==> src/rtl/ddr_axi_guard_pkg.sv <==
// State encoding and AXI response codes for the DDR calibration guard.
package ddr_axi_guard_pkg;

  typedef enum logic [2:0] {
    IDLE, ERR_WDATA, ERR_BRESP, ERR_RDATA, PASS, DRAIN
  } guard_state_e;

  localparam logic [1:0]  AXI_RESP_OKAY   = 2'b00;
  localparam logic [1:0]  AXI_RESP_SLVERR = 2'b10;
  localparam logic [1:0]  AXI_RESP_DECERR = 2'b11;
  localparam logic [15:0] ERR_CNT_MAX     = 16'hFFFF;

endpackage

==> src/rtl/types_amba_pkg.sv <==
// Shared AXI4 bus types for the system interconnect.
// Field layout is common to every AXI slave in the SoC.
package types_amba_pkg;

  localparam int CFG_SYSBUS_ADDR_BITS  = 48;
  localparam int CFG_SYSBUS_DATA_BITS  = 64;
  localparam int CFG_SYSBUS_DATA_BYTES = 8;
  localparam int CFG_SYSBUS_ID_BITS    = 5;
  localparam int CFG_SYSBUS_USER_BITS  = 1;

  typedef struct packed {
    logic [CFG_SYSBUS_ADDR_BITS-1:0] addr;
    logic [7:0]                      len;
    logic [2:0]                      size;
    logic [1:0]                      burst;
    logic                            lock;
    logic [3:0]                      cache;
    logic [2:0]                      prot;
    logic [3:0]                      qos;
    logic [3:0]                      region;
  } axi4_metadata_type;

  typedef struct packed {
    logic                             aw_valid;
    axi4_metadata_type                aw_bits;
    logic [CFG_SYSBUS_ID_BITS-1:0]    aw_id;
    logic [CFG_SYSBUS_USER_BITS-1:0]  aw_user;
    logic                             w_valid;
    logic [CFG_SYSBUS_DATA_BITS-1:0]  w_data;
    logic                             w_last;
    logic [CFG_SYSBUS_DATA_BYTES-1:0] w_strb;
    logic [CFG_SYSBUS_USER_BITS-1:0]  w_user;
    logic                             b_ready;
    logic                             ar_valid;
    axi4_metadata_type                ar_bits;
    logic [CFG_SYSBUS_ID_BITS-1:0]    ar_id;
    logic [CFG_SYSBUS_USER_BITS-1:0]  ar_user;
    logic                             r_ready;
  } axi4_slave_in_type;

  typedef struct packed {
    logic                             aw_ready;
    logic                             w_ready;
    logic                             b_valid;
    logic [1:0]                       b_resp;
    logic [CFG_SYSBUS_ID_BITS-1:0]    b_id;
    logic [CFG_SYSBUS_USER_BITS-1:0]  b_user;
    logic                             ar_ready;
    logic                             r_valid;
    logic [1:0]                       r_resp;
    logic [CFG_SYSBUS_DATA_BITS-1:0]  r_data;
    logic                             r_last;
    logic [CFG_SYSBUS_ID_BITS-1:0]    r_id;
    logic [CFG_SYSBUS_USER_BITS-1:0]  r_user;
  } axi4_slave_out_type;

endpackage

==> src/rtl/axi_err_responder.sv <==
// Terminates one AXI transaction at a time with SLVERR while DDR is uncalibrated.
// Writes win over reads when both address channels are valid in the same cycle.
module axi_err_responder
  import types_amba_pkg::*;
  import ddr_axi_guard_pkg::*;
(
  input  logic                          clk,
  input  logic                          rst,
  input  logic                          enable,
  input  logic                          aw_valid,
  input  logic [CFG_SYSBUS_ID_BITS-1:0] aw_id,
  input  logic                          ar_valid,
  input  logic [CFG_SYSBUS_ID_BITS-1:0] ar_id,
  input  logic [7:0]                    ar_len,
  input  logic                          w_valid,
  input  logic                          w_last,
  input  logic                          b_ready,
  input  logic                          r_ready,
  output axi4_slave_out_type            xslvo,
  output logic                          idle,
  output logic [15:0]                   err_cnt
);

  guard_state_e                  state, state_n;
  logic [CFG_SYSBUS_ID_BITS-1:0] id_q;
  logic [7:0]                    beat_cnt;
  logic                          aw_hs, ar_hs, r_hs, done;

  always_ff @(posedge clk or posedge rst) begin
    if (rst) state <= IDLE;
    else     state <= state_n;
  end

  always_comb begin
    state_n = state;
    xslvo   = '0;
    aw_hs   = 1'b0;
    ar_hs   = 1'b0;
    r_hs    = 1'b0;
    done    = 1'b0;
    case (state)
      IDLE: begin
        if (enable) begin
          xslvo.aw_ready = 1'b1;
          xslvo.ar_ready = !aw_valid;
          if (aw_valid) begin
            aw_hs   = 1'b1;
            state_n = ERR_WDATA;
          end else if (ar_valid) begin
            ar_hs   = 1'b1;
            state_n = ERR_RDATA;
          end
        end
      end
      ERR_WDATA: begin
        xslvo.w_ready = 1'b1;
        if (w_valid && w_last) state_n = ERR_BRESP;
      end
      ERR_BRESP: begin
        xslvo.b_valid = 1'b1;
        xslvo.b_resp  = AXI_RESP_SLVERR;
        xslvo.b_id    = id_q;
        if (b_ready) begin
          done    = 1'b1;
          state_n = IDLE;
        end
      end
      ERR_RDATA: begin
        xslvo.r_valid = 1'b1;
        xslvo.r_resp  = AXI_RESP_SLVERR;
        xslvo.r_id    = id_q;
        xslvo.r_last  = (beat_cnt == 8'd0);
        if (r_ready) begin
          r_hs = 1'b1;
          if (beat_cnt == 8'd0) begin
            done    = 1'b1;
            state_n = IDLE;
          end
        end
      end
      default: state_n = IDLE;
    endcase
  end

  // Beat counter holds remaining beats after the current one; err_cnt saturates.
  always_ff @(posedge clk or posedge rst) begin
    if (rst) begin
      id_q     <= '0;
      beat_cnt <= '0;
      err_cnt  <= '0;
    end else begin
      if (aw_hs) begin
        id_q <= aw_id;
      end else if (ar_hs) begin
        id_q     <= ar_id;
        beat_cnt <= ar_len;
      end else if (r_hs && beat_cnt != 8'd0) begin
        beat_cnt <= beat_cnt - 8'd1;
      end
      if (done && err_cnt != ERR_CNT_MAX) err_cnt <= err_cnt + 16'd1;
    end
  end

  assign idle = (state == IDLE);

endmodule

==> src/rtl/ddr_axi_guard.sv <==
// AXI4 front-end for the DDR controller: SLVERR until calibration, then masked pass-through.
// Outstanding counters let a calibration drop drain in-flight DDR traffic before erroring.
module ddr_axi_guard
  import types_amba_pkg::*;
  import ddr_axi_guard_pkg::*;
#(
  parameter int CFG_ADDR_BITS        = 30,
  parameter int CFG_OUTSTANDING_BITS = 4
) (
  input  logic               i_clk,
  input  logic               i_rst,
  input  logic               i_calib_done,
  input  axi4_slave_in_type  i_xslvi,
  output axi4_slave_out_type o_xslvo,
  output axi4_slave_in_type  o_ddr_xslvi,
  input  axi4_slave_out_type i_ddr_xslvo,
  output logic               o_pass,
  output logic [15:0]        o_err_cnt
);

  localparam logic [CFG_OUTSTANDING_BITS-1:0] CNT_ONE = 1;

  guard_state_e                    mode, mode_n;
  logic [CFG_OUTSTANDING_BITS-1:0] wr_cnt, rd_cnt;
  logic                            wr_full, rd_full, addr_open, data_open;
  logic                            wr_inc, wr_dec, rd_inc, rd_dec;
  logic                            err_enable, err_idle;
  axi4_slave_out_type              err_xslvo;

  always_ff @(posedge i_clk or posedge i_rst) begin
    if (i_rst) mode <= IDLE;
    else       mode <= mode_n;
  end

  always_comb begin
    mode_n = mode;
    case (mode)
      IDLE:    if (i_calib_done && err_idle) mode_n = PASS;
      PASS:    if (!i_calib_done) mode_n = DRAIN;
      DRAIN: begin
        if (i_calib_done)                          mode_n = PASS;
        else if (wr_cnt == '0 && rd_cnt == '0)     mode_n = IDLE;
      end
      default: mode_n = IDLE;
    endcase
  end

  assign addr_open  = (mode == PASS);
  assign data_open  = (mode == PASS) || (mode == DRAIN);
  assign wr_full    = &wr_cnt;
  assign rd_full    = &rd_cnt;
  assign err_enable = (mode == IDLE) && !i_calib_done;
  assign o_pass     = (mode == PASS);

  axi_err_responder u_err (
    .clk      (i_clk),
    .rst      (i_rst),
    .enable   (err_enable),
    .aw_valid (i_xslvi.aw_valid),
    .aw_id    (i_xslvi.aw_id),
    .ar_valid (i_xslvi.ar_valid),
    .ar_id    (i_xslvi.ar_id),
    .ar_len   (i_xslvi.ar_bits.len),
    .w_valid  (i_xslvi.w_valid),
    .w_last   (i_xslvi.w_last),
    .b_ready  (i_xslvi.b_ready),
    .r_ready  (i_xslvi.r_ready),
    .xslvo    (err_xslvo),
    .idle     (err_idle),
    .err_cnt  (o_err_cnt)
  );

  // DDR side sees the bus verbatim except for the masked address and gated handshakes.
  always_comb begin
    o_ddr_xslvi                = i_xslvi;
    o_ddr_xslvi.aw_bits.addr   = '0;
    o_ddr_xslvi.ar_bits.addr   = '0;
    o_ddr_xslvi.aw_bits.addr[CFG_ADDR_BITS-1:0] = i_xslvi.aw_bits.addr[CFG_ADDR_BITS-1:0];
    o_ddr_xslvi.ar_bits.addr[CFG_ADDR_BITS-1:0] = i_xslvi.ar_bits.addr[CFG_ADDR_BITS-1:0];
    o_ddr_xslvi.aw_valid = addr_open && !wr_full && i_xslvi.aw_valid;
    o_ddr_xslvi.ar_valid = addr_open && !rd_full && i_xslvi.ar_valid;
    o_ddr_xslvi.w_valid  = data_open && i_xslvi.w_valid;
    o_ddr_xslvi.b_ready  = data_open && i_xslvi.b_ready;
    o_ddr_xslvi.r_ready  = data_open && i_xslvi.r_ready;
  end

  always_comb begin
    if (data_open) begin
      o_xslvo          = i_ddr_xslvo;
      o_xslvo.b_user   = '0;
      o_xslvo.r_user   = '0;
      o_xslvo.aw_ready = addr_open && !wr_full && i_ddr_xslvo.aw_ready;
      o_xslvo.ar_ready = addr_open && !rd_full && i_ddr_xslvo.ar_ready;
    end else begin
      o_xslvo = err_xslvo;
    end
  end

  assign wr_inc = o_ddr_xslvi.aw_valid && i_ddr_xslvo.aw_ready;
  assign wr_dec = data_open && i_ddr_xslvo.b_valid && i_xslvi.b_ready && (wr_cnt != '0);
  assign rd_inc = o_ddr_xslvi.ar_valid && i_ddr_xslvo.ar_ready;
  assign rd_dec = data_open && i_ddr_xslvo.r_valid && i_xslvi.r_ready && i_ddr_xslvo.r_last
                  && (rd_cnt != '0);

  always_ff @(posedge i_clk or posedge i_rst) begin
    if (i_rst) begin
      wr_cnt <= '0;
      rd_cnt <= '0;
    end else begin
      if (wr_inc && !wr_dec)      wr_cnt <= wr_cnt + CNT_ONE;
      else if (!wr_inc && wr_dec) wr_cnt <= wr_cnt - CNT_ONE;
      if (rd_inc && !rd_dec)      rd_cnt <= rd_cnt + CNT_ONE;
      else if (!rd_inc && rd_dec) rd_cnt <= rd_cnt - CNT_ONE;
    end
  end

endmodule
==> config.mk <==
export PLATFORM = sky130hd
export DESIGN_NAME = ddr_axi_guard
export DESIGN_NICKNAME = d
export VERILOG_FILES = /design/src/rtl/ddr_axi_guard_pkg.sv /design/src/rtl/types_amba_pkg.sv /design/src/rtl/axi_err_responder.sv /design/src/rtl/ddr_axi_guard.sv
export SDC_FILE = /design/constraint.sdc
export NUM_CORES = 1
export LEC_CHECK = 0
export CORE_AREA = 2 2 266 268
export DETAILED_ROUTE_END_ITERATION = 12
export DIE_AREA = 0 0 268 270
export HOLD_SLACK_MARGIN = 0.1
export PLACE_DENSITY_LB_ADDON = 0.3
export REMOVE_ABC_BUFFERS = 1
export SYNTH_ARGS = -nofsm -noshare
export SYNTH_HDL_FRONTEND = slang
export SYNTH_SLANG_ARGS = --single-unit
==> constraint.sdc <==
create_clock -name i_clk -period 3.8 [get_ports i_clk]
set_clock_uncertainty 0.1 [all_clocks]
set_input_delay 0.57 -clock i_clk [delete_from_list [all_inputs] [get_ports i_clk]]
set_output_delay 0.57 -clock i_clk [all_outputs]
set_load 0.005 [all_outputs]
==> results.sh, run 1 <==
export IMPL_ys_top_cells_by_area="buf_4 (38%), dfrtp_1 (21%), and2_1 (9.6%)"
export IMPL_period_minus_slack_ns=3.30
export IMPL_setup_viol=0
export IMPL_io_buffers=235
export IMPL_dpl_hpwl_mm=79.9
export IMPL_cts_tree="yes"
export IMPL_synthesis_area_um2=4780
export IMPL_multiInputGateArea_um2=1970
export IMPL_hold_viol_final=0
export IMPL_grt_usage=0.231
export IMPL_die_h_um=270
export IMPL_io_pins=682
export IMPL_holdPathStages=1
export IMPL_worstPathCellList="nand2_1, o21ai_0, clkdlybuf4s50_1"
export IMPL_synth_area_leader_cell="buf_4"
export IMPL_first_pass_iters=7
export IMPL_r2r_end="rd_cnt[3]$_DFFE_PP0P_"
export IMPL_worst_pin_slew_ns=1.13
export IMPL_min_path_type="flip-flop to flip-flop"
export IMPL_rrSetupSlack_ns=0.78
export IMPL_path_class="flip-flop to output pin"
export IMPL_cts_setup_buffers=0
export IMPL_regArea_um2=1030
export IMPL_synth_ff_type="dfrtp_1"
export IMPL_fin_tns_setup_ns=0
export IMPL_p_per_area_nw_per_um2=324
export IMPL_insertion_delay_ns=0.31
export IMPL_syn2layout_area_growth_pct=42.6
export IMPL_drtIter0Drc=378
export IMPL_maxClockFrequency_mhz=303
export IMPL_cts_path_max_buffers=2
export IMPL_reg2reg_from="mode[2]$_DFFE_PP0P_"
export IMPL_cts_hold_fix_buffers=0
export IMPL_drc=0
export IMPL_critPathLaunchType="flip-flop"
export IMPL_rsz0062_at_grt="no"
export IMPL_critPathMaxFanout=10
export IMPL_slew_viol_final=0
export IMPL_grt_pass1_wl_mm=96.4
export IMPL_nets=965
export IMPL_endpoint_kind="output pin"
export IMPL_cts_max_level=2
export IMPL_drive_above_1_share=0.0499
export IMPL_cts_root_buf="clkbuf_16"
export IMPL_syn_inst=589
export IMPL_wl_per_cell_um=54.7
export IMPL_ir_worst_vdd_mv=0.142
export IMPL_antenna_found_initial=5
export IMPL_fp_row_count=97
export IMPL_vias=4535
export IMPL_max_stage_delay_ns=0.76
export IMPL_ant_nets=0
export IMPL_place_congestion=0.969
export IMPL_power_share_combinational=0.449
export IMPL_ff2ff_path_depth=12
export IMPL_synth_top_area_share=0.380
export IMPL_initial_core_util=0.0687
export IMPL_yosys_cell_types_count=48
export IMPL_yosysWarnings=0
export IMPL_via_per_inst=2.90
export IMPL_routed_wl_mm=85.6
export IMPL_status="finished, final reports clean"
export IMPL_synth_edf_count=0
export IMPL_numCtsBuffers=5
export IMPL_arrival_ns=2.63
export IMPL_fill_cells=8085
export IMPL_p_int_mw=1.37
export IMPL_p_sw_frac=0.379
export IMPL_design_die_area_um2=72400
export IMPL_grt_pass1_vias=4350
export IMPL_final_cell_mix="clkdlybuf4s50_1 (235), and2_1 (73), nand2_1 (40), dfrtp_1 (40), conb_1 (38)"
export IMPL_syn_area_per_cell_um2=8.11
export IMPL_coreArea_um2=69500
export IMPL_finalCritPeriodShare=0.869
export IMPL_clk_pin_slew_worst_paths_ns=0.07
export IMPL_p_clk_frac=0.241
export IMPL_die_w_um=268
export IMPL_overflow=0
export IMPL_power_leakage_nw=2.45
export IMPL_slowest_stage="clkdlybuf4s50_1"
export IMPL_synthArstFlopShare=1.00
export IMPL_switchingPower_mw=0.837
export IMPL_min_from="wr_cnt[3]$_DFFE_PP0P_"
export IMPL_p_seq_frac=0.310
export IMPL_grt_max_degree=31
export IMPL_drv_cap=0
export IMPL_relSlewSlack=0.244
export IMPL_ys_ff_latch=41
export IMPL_clock_sinks=41
export IMPL_layout_commonest_cell="clkdlybuf4s50_1"
export IMPL_crit_required_ns=3.13
export IMPL_cts_resized=0
export IMPL_hold_end="wr_cnt[3]$_DFFE_PP0P_"
export IMPL_holdWs_ns=0.392
export IMPL_yosysSeqAreaShare=0.215
==> layer usage <==
layer | GRT usage | routed length (um) | up-vias | share of wire
li1 | - | - | 1687 | -
met1 | 0.169 | 21700 | 2048 | 0.25
met2 | 0.372 | 38800 | 728 | 0.45
met3 | 0.279 | 22300 | 54 | 0.26
met4 | 0.0465 | 2020 | 18 | 0.024
met5 | 0.0723 | 740 | - | 0.0086
==> critical path, delay by kind of cell (launching register included) <==
kind                   cells  cell delay, ns
buffers and inverters      1            0.76
and+or+nand+nor            1            0.41
DFF                        1            0.52
AOI/OAI and AO/OA          1            0.64
==> power groups by stage <==
| stage | clock network (mW) | registers, mW | logic, mW |
|---|---|---|---|
| floorplan | 0 | 0.661 | 0.418 |
| global placement | 0 | 0.684 | 1.00 |
| detailed placement | 0 | 0.689 | 0.997 |
| CTS | 0.557 | 0.683 | 1.01 |
| global route | 0.576 | 0.708 | 1.08 |
| finish | 0.532 | 0.684 | 0.992 |
==> registers in the layout, indices dropped and copies added (netlist names) <==
register,flops
rd_cnt,4
u_err.err_cnt,16
u_err.state,2
mode,2
wr_cnt,4
u_err.id_q,5
u_err.beat_cnt,8
==> Yosys cell counts (2+ instances only) <==
| cell type | count |
|---|---|
| a211oi_1 | 2 |
| a21o_1 | 2 |
| a21oi_1 | 8 |
| a222oi_1 | 5 |
| a31oi_1 | 3 |
| a41oi_1 | 3 |
| and2_1 | 73 |
| and3_1 | 5 |
| and4_1 | 2 |
| buf_2 | 3 |
| buf_4 | 242 |
| clkbuf_1 | 12 |
| dfrtp_1 | 41 |
| fa_1 | 2 |
| ha_1 | 9 |
| inv_1 | 13 |
| mux2_2 | 3 |
| nand2_1 | 40 |
| nand2b_1 | 8 |
| nand3_1 | 6 |
| nand4_1 | 6 |
| nor2_1 | 17 |
| nor2b_1 | 2 |
| nor3_1 | 5 |
| nor3b_2 | 2 |
| o21ai_0 | 24 |
| o31ai_1 | 2 |
| or4_1 | 3 |
| xnor2_1 | 14 |
| xor2_1 | 14 |
==> worst max path at each step <==
stage,from,end,slack [ns]
after global placement,i_calib_done,o_xslvo[74],0.69
after global routing,mode[2]$_DFFE_PP0P_,o_xslvo[74],0.39
after detailed placement,i_calib_done,o_xslvo[74],0.75
after CTS,u_err.state[0]$_DFFE_PP0P_,o_xslvo[79],0.55
final,u_err.state[1]$_DFFE_PP0P_,o_xslvo[2],0.50
after floorplan,mode[2]$_DFFE_PP0P_,rd_cnt[3]$_DFFE_PP0P_,0.45
==> stage by stage <==
step	total power [mW]	utilization	worst slack, ns	instance area [um^2]	std cells
floorplan	1.08	-	0.454	3040	369
global placement	1.69	0.0955	0.691	6640	1553
detailed placement	1.69	0.0955	0.749	6640	1553
CTS	2.25	0.0979	0.553	6810	1561
global route	2.36	0.0979	0.387	6810	1561
finish	2.21	0.0980	0.498	6820	1565
==> cells by family (layout without fill, tap and decap cells) <==
group,count (synthesis),in the layout,synth area share
other,1,42,0.000785
AOI/OAI and AO/OA,56,56,0.0746
adders and majority gates,11,11,0.0319
muxes,3,3,0.00707
buffers and inverters,270,265,0.403
DFF,41,41,0.215
and+or+nand+nor,179,179,0.217
xor gates and xnor gates,28,28,0.0513
==> area by class of cell <==
cell class                 instances  area share
timing repair buffer             244       0.355
clock buffer                       6      0.0189
sequential                        41       0.151
inverter                          13     0.00716
clock inverter                     2     0.00569
multi-input combinational        315       0.289
tap                              940       0.173
antenna                            4     0.00147
(Power assumes the default switching activity.)
==> run 2: changes to the inputs <==
--- a/config.mk
+++ b/config.mk
@@ -6,6 +6,7 @@
 export NUM_CORES = 1
 export LEC_CHECK = 0
 export CORE_AREA = 2 2 266 268
+export CTS_BUF_LIST = sky130_fd_sc_hd__clkbuf_8
 export DETAILED_ROUTE_END_ITERATION = 12
 export DIE_AREA = 0 0 268 270
 export HOLD_SLACK_MARGIN = 0.1
==> results.sh, run 2 (synthesized netlist as in run 1, its figures left out) <==
export IMPL_utilization=0.0972
export IMPL_final_cell_mix="clkdlybuf4s50_1 (235), and2_1 (73), nand2_1 (40), dfrtp_1 (40), conb_1 (38)"
export IMPL_cp_num_buf_inv=1
export IMPL_drtIter0Drc=322
export IMPL_critPathLaunchType="flip-flop"
export IMPL_routed_wl_mm=85.6
export IMPL_grt_max_degree=31
export IMPL_rrSetupSlack_ns=0.77
export IMPL_largest_registers="u_err.err_cnt: 16 flops, u_err.beat_cnt: 8 flops, u_err.id_q: 5 flops"
export IMPL_slowest_stage="clkdlybuf4s50_1"
export IMPL_nets=965
export IMPL_min_from="rd_cnt[3]$_DFFE_PP0P_"
export IMPL_power_share_combinational=0.478
export IMPL_cts_max_level=2
export IMPL_routed_wl_met2_mm=39.0
export IMPL_via_per_inst=2.86
export IMPL_endpoint_kind="output pin"
export IMPL_p_seq_frac=0.329
export IMPL_ant_nets=0
export IMPL_die_w_um=268
export IMPL_first_pass_iters=5
export IMPL_reg2reg_from="mode[2]$_DFFE_PP0P_"
export IMPL_setup_viol=0
export IMPL_crit_required_ns=3.13
export IMPL_status="finished, final reports clean"
export IMPL_top_layer_used="met5"
export IMPL_cp_top_family="buffers and inverters"
export IMPL_rsz0062_at_grt="no"
export IMPL_switchingPower_mw=0.823
export IMPL_io_pins=682
export IMPL_path_class="flip-flop to output pin"
export IMPL_initial_core_util=0.0687
export IMPL_slew_viol_final=0
export IMPL_relSlewSlack=0.172
export IMPL_r2r_end="rd_cnt[3]$_DFFE_PP0P_"
export IMPL_grt_usage=0.231
export IMPL_max_stage_delay_ns=0.72
export IMPL_numCtsBuffers=5
export IMPL_layout_commonest_cell="clkdlybuf4s50_1"
export IMPL_vias=4475
export IMPL_cts_setup_buffers=0
export IMPL_top_register="u_err.err_cnt"
export IMPL_placedCellCount=1553
export IMPL_worstPathCellList="nand2b_1, o21ai_0, clkdlybuf4s50_1"
export IMPL_drv_cap=0
export IMPL_dpl_hpwl_mm=79.9
export IMPL_period_minus_slack_ns=3.30
export IMPL_cts_resized=0
export IMPL_hold_viol_final=0
export IMPL_cts_hold_fix_buffers=0
export IMPL_design_die_area_um2=72400
export IMPL_insertion_delay_ns=0.33
export IMPL_maxClockFrequency_mhz=303
export IMPL_wl_met1_mm=22.0
export IMPL_fp_row_count=97
export IMPL_largest_reg_flops=16
export IMPL_antenna_found_initial=4
export IMPL_clock_sinks=41
export IMPL_grt_pass1_wl_mm=96.4
export IMPL_cts_path_max_buffers=2
export IMPL_wl_per_cell_um=54.6
export IMPL_arrival_ns=2.63
export IMPL_drc=0
export IMPL_hold_end="rd_cnt[3]$_DFFE_PP0P_"
export IMPL_cts_root_buf="clkbuf_8"
export IMPL_critPathLaunch="u_err.state[0]$_DFFE_PP0P_"
export IMPL_io_buffers=235
export IMPL_grt_pass1_vias=4338
export IMPL_stdcell_count=1566
export IMPL_drive_above_1_share=0.0499
export IMPL_p_sw_frac=0.397
export IMPL_finalCritPeriodShare=0.868
export IMPL_place_congestion=0.969
export IMPL_min_path_type="flip-flop to flip-flop"
export IMPL_critPathMaxFanout=10
export IMPL_overflow=0
export IMPL_clk_pin_slew_worst_paths_ns=0.10
export IMPL_die_h_um=270
export IMPL_syn2layout_area_growth_pct=41.5
export IMPL_coreArea_um2=69500
export IMPL_fin_tns_setup_ns=0
export IMPL_wl_met3_mm=22.1
export IMPL_holdPathStages=1
export IMPL_p_clk_frac=0.194
export IMPL_p_per_area_nw_per_um2=307
export IMPL_p_int_mw=1.25
export IMPL_worst_pin_slew_ns=1.24
export IMPL_cts_tree="yes"
export IMPL_ff2ff_path_depth=12
export IMPL_power_leakage_nw=2.43
export IMPL_ir_worst_vdd_mv=0.140
## run 2: layout make-up
class                   count  area (um^2)
inverters                  13         48.8
diodes                      5         12.5
clock inverters             3         42.5
flip-flops and latches     41         1030
fillers                  8091        62800
multi-input cells         315         1970
well taps                 940         1180
clock buffers               5         68.8
repair buffers            244         2420
## run 2: metrics by stage
| step | total power, mW | area (um^2) | hold slack (ns) | setup slack, ns |
|---|---|---|---|---|
| 2_1_floorplan | 1.08 | 3040 | 0.346 | 0.454 |
| 3_3_place_gp | 1.69 | 6640 | 0.377 | 0.691 |
| 3_5_place_dp | 1.69 | 6640 | 0.380 | 0.749 |
| 4_1_cts | 2.12 | 6750 | 0.399 | 0.505 |
| 5_1_grt | 2.23 | 6750 | 0.416 | 0.336 |
| 6_report | 2.08 | 6760 | 0.396 | 0.500 |
## run 2: metal layers
layer | global-route usage | up-vias
li1 | - | 1691
met1 | 0.174 | 2016
met2 | 0.373 | 714
met3 | 0.272 | 42
met4 | 0.0459 | 12
met5 | 0.0662 | -
## run 2: power by group through the flow
stage | combinational, mW | sequential [mW] | clock [mW]
floorplan | 0.418 | 0.661 | 0
global placement | 1.00 | 0.684 | 0
detailed placement | 0.997 | 0.689 | 0
CTS | 1.01 | 0.683 | 0.426
global route | 1.08 | 0.707 | 0.444
finish | 0.991 | 0.682 | 0.402
## run 2: worst max path at each step
stage	to	cells past startpoint
floorplan	rd_cnt[3]$_DFFE_PP0P_	11
global placement	o_xslvo[74]	5
detailed placement	o_xslvo[74]	5
CTS	o_xslvo[79]	3
global route	o_xslvo[74]	5
finish	o_xslvo[80]	3
## run 2: worst reg2reg max path: stages, from the launching register on
cell and delay [ns]:
dfrtp_2 0.66, buf_4 0.29, nand2b_1 0.14, a41oi_1 0.26, and3_1 0.20, ha_1 0.20, inv_1 0.10, ha_1 0.28
a21o_1 0.17, a21oi_1 0.17, xnor2_1 0.13, nor2_1 0.07, xor2_1 0.14
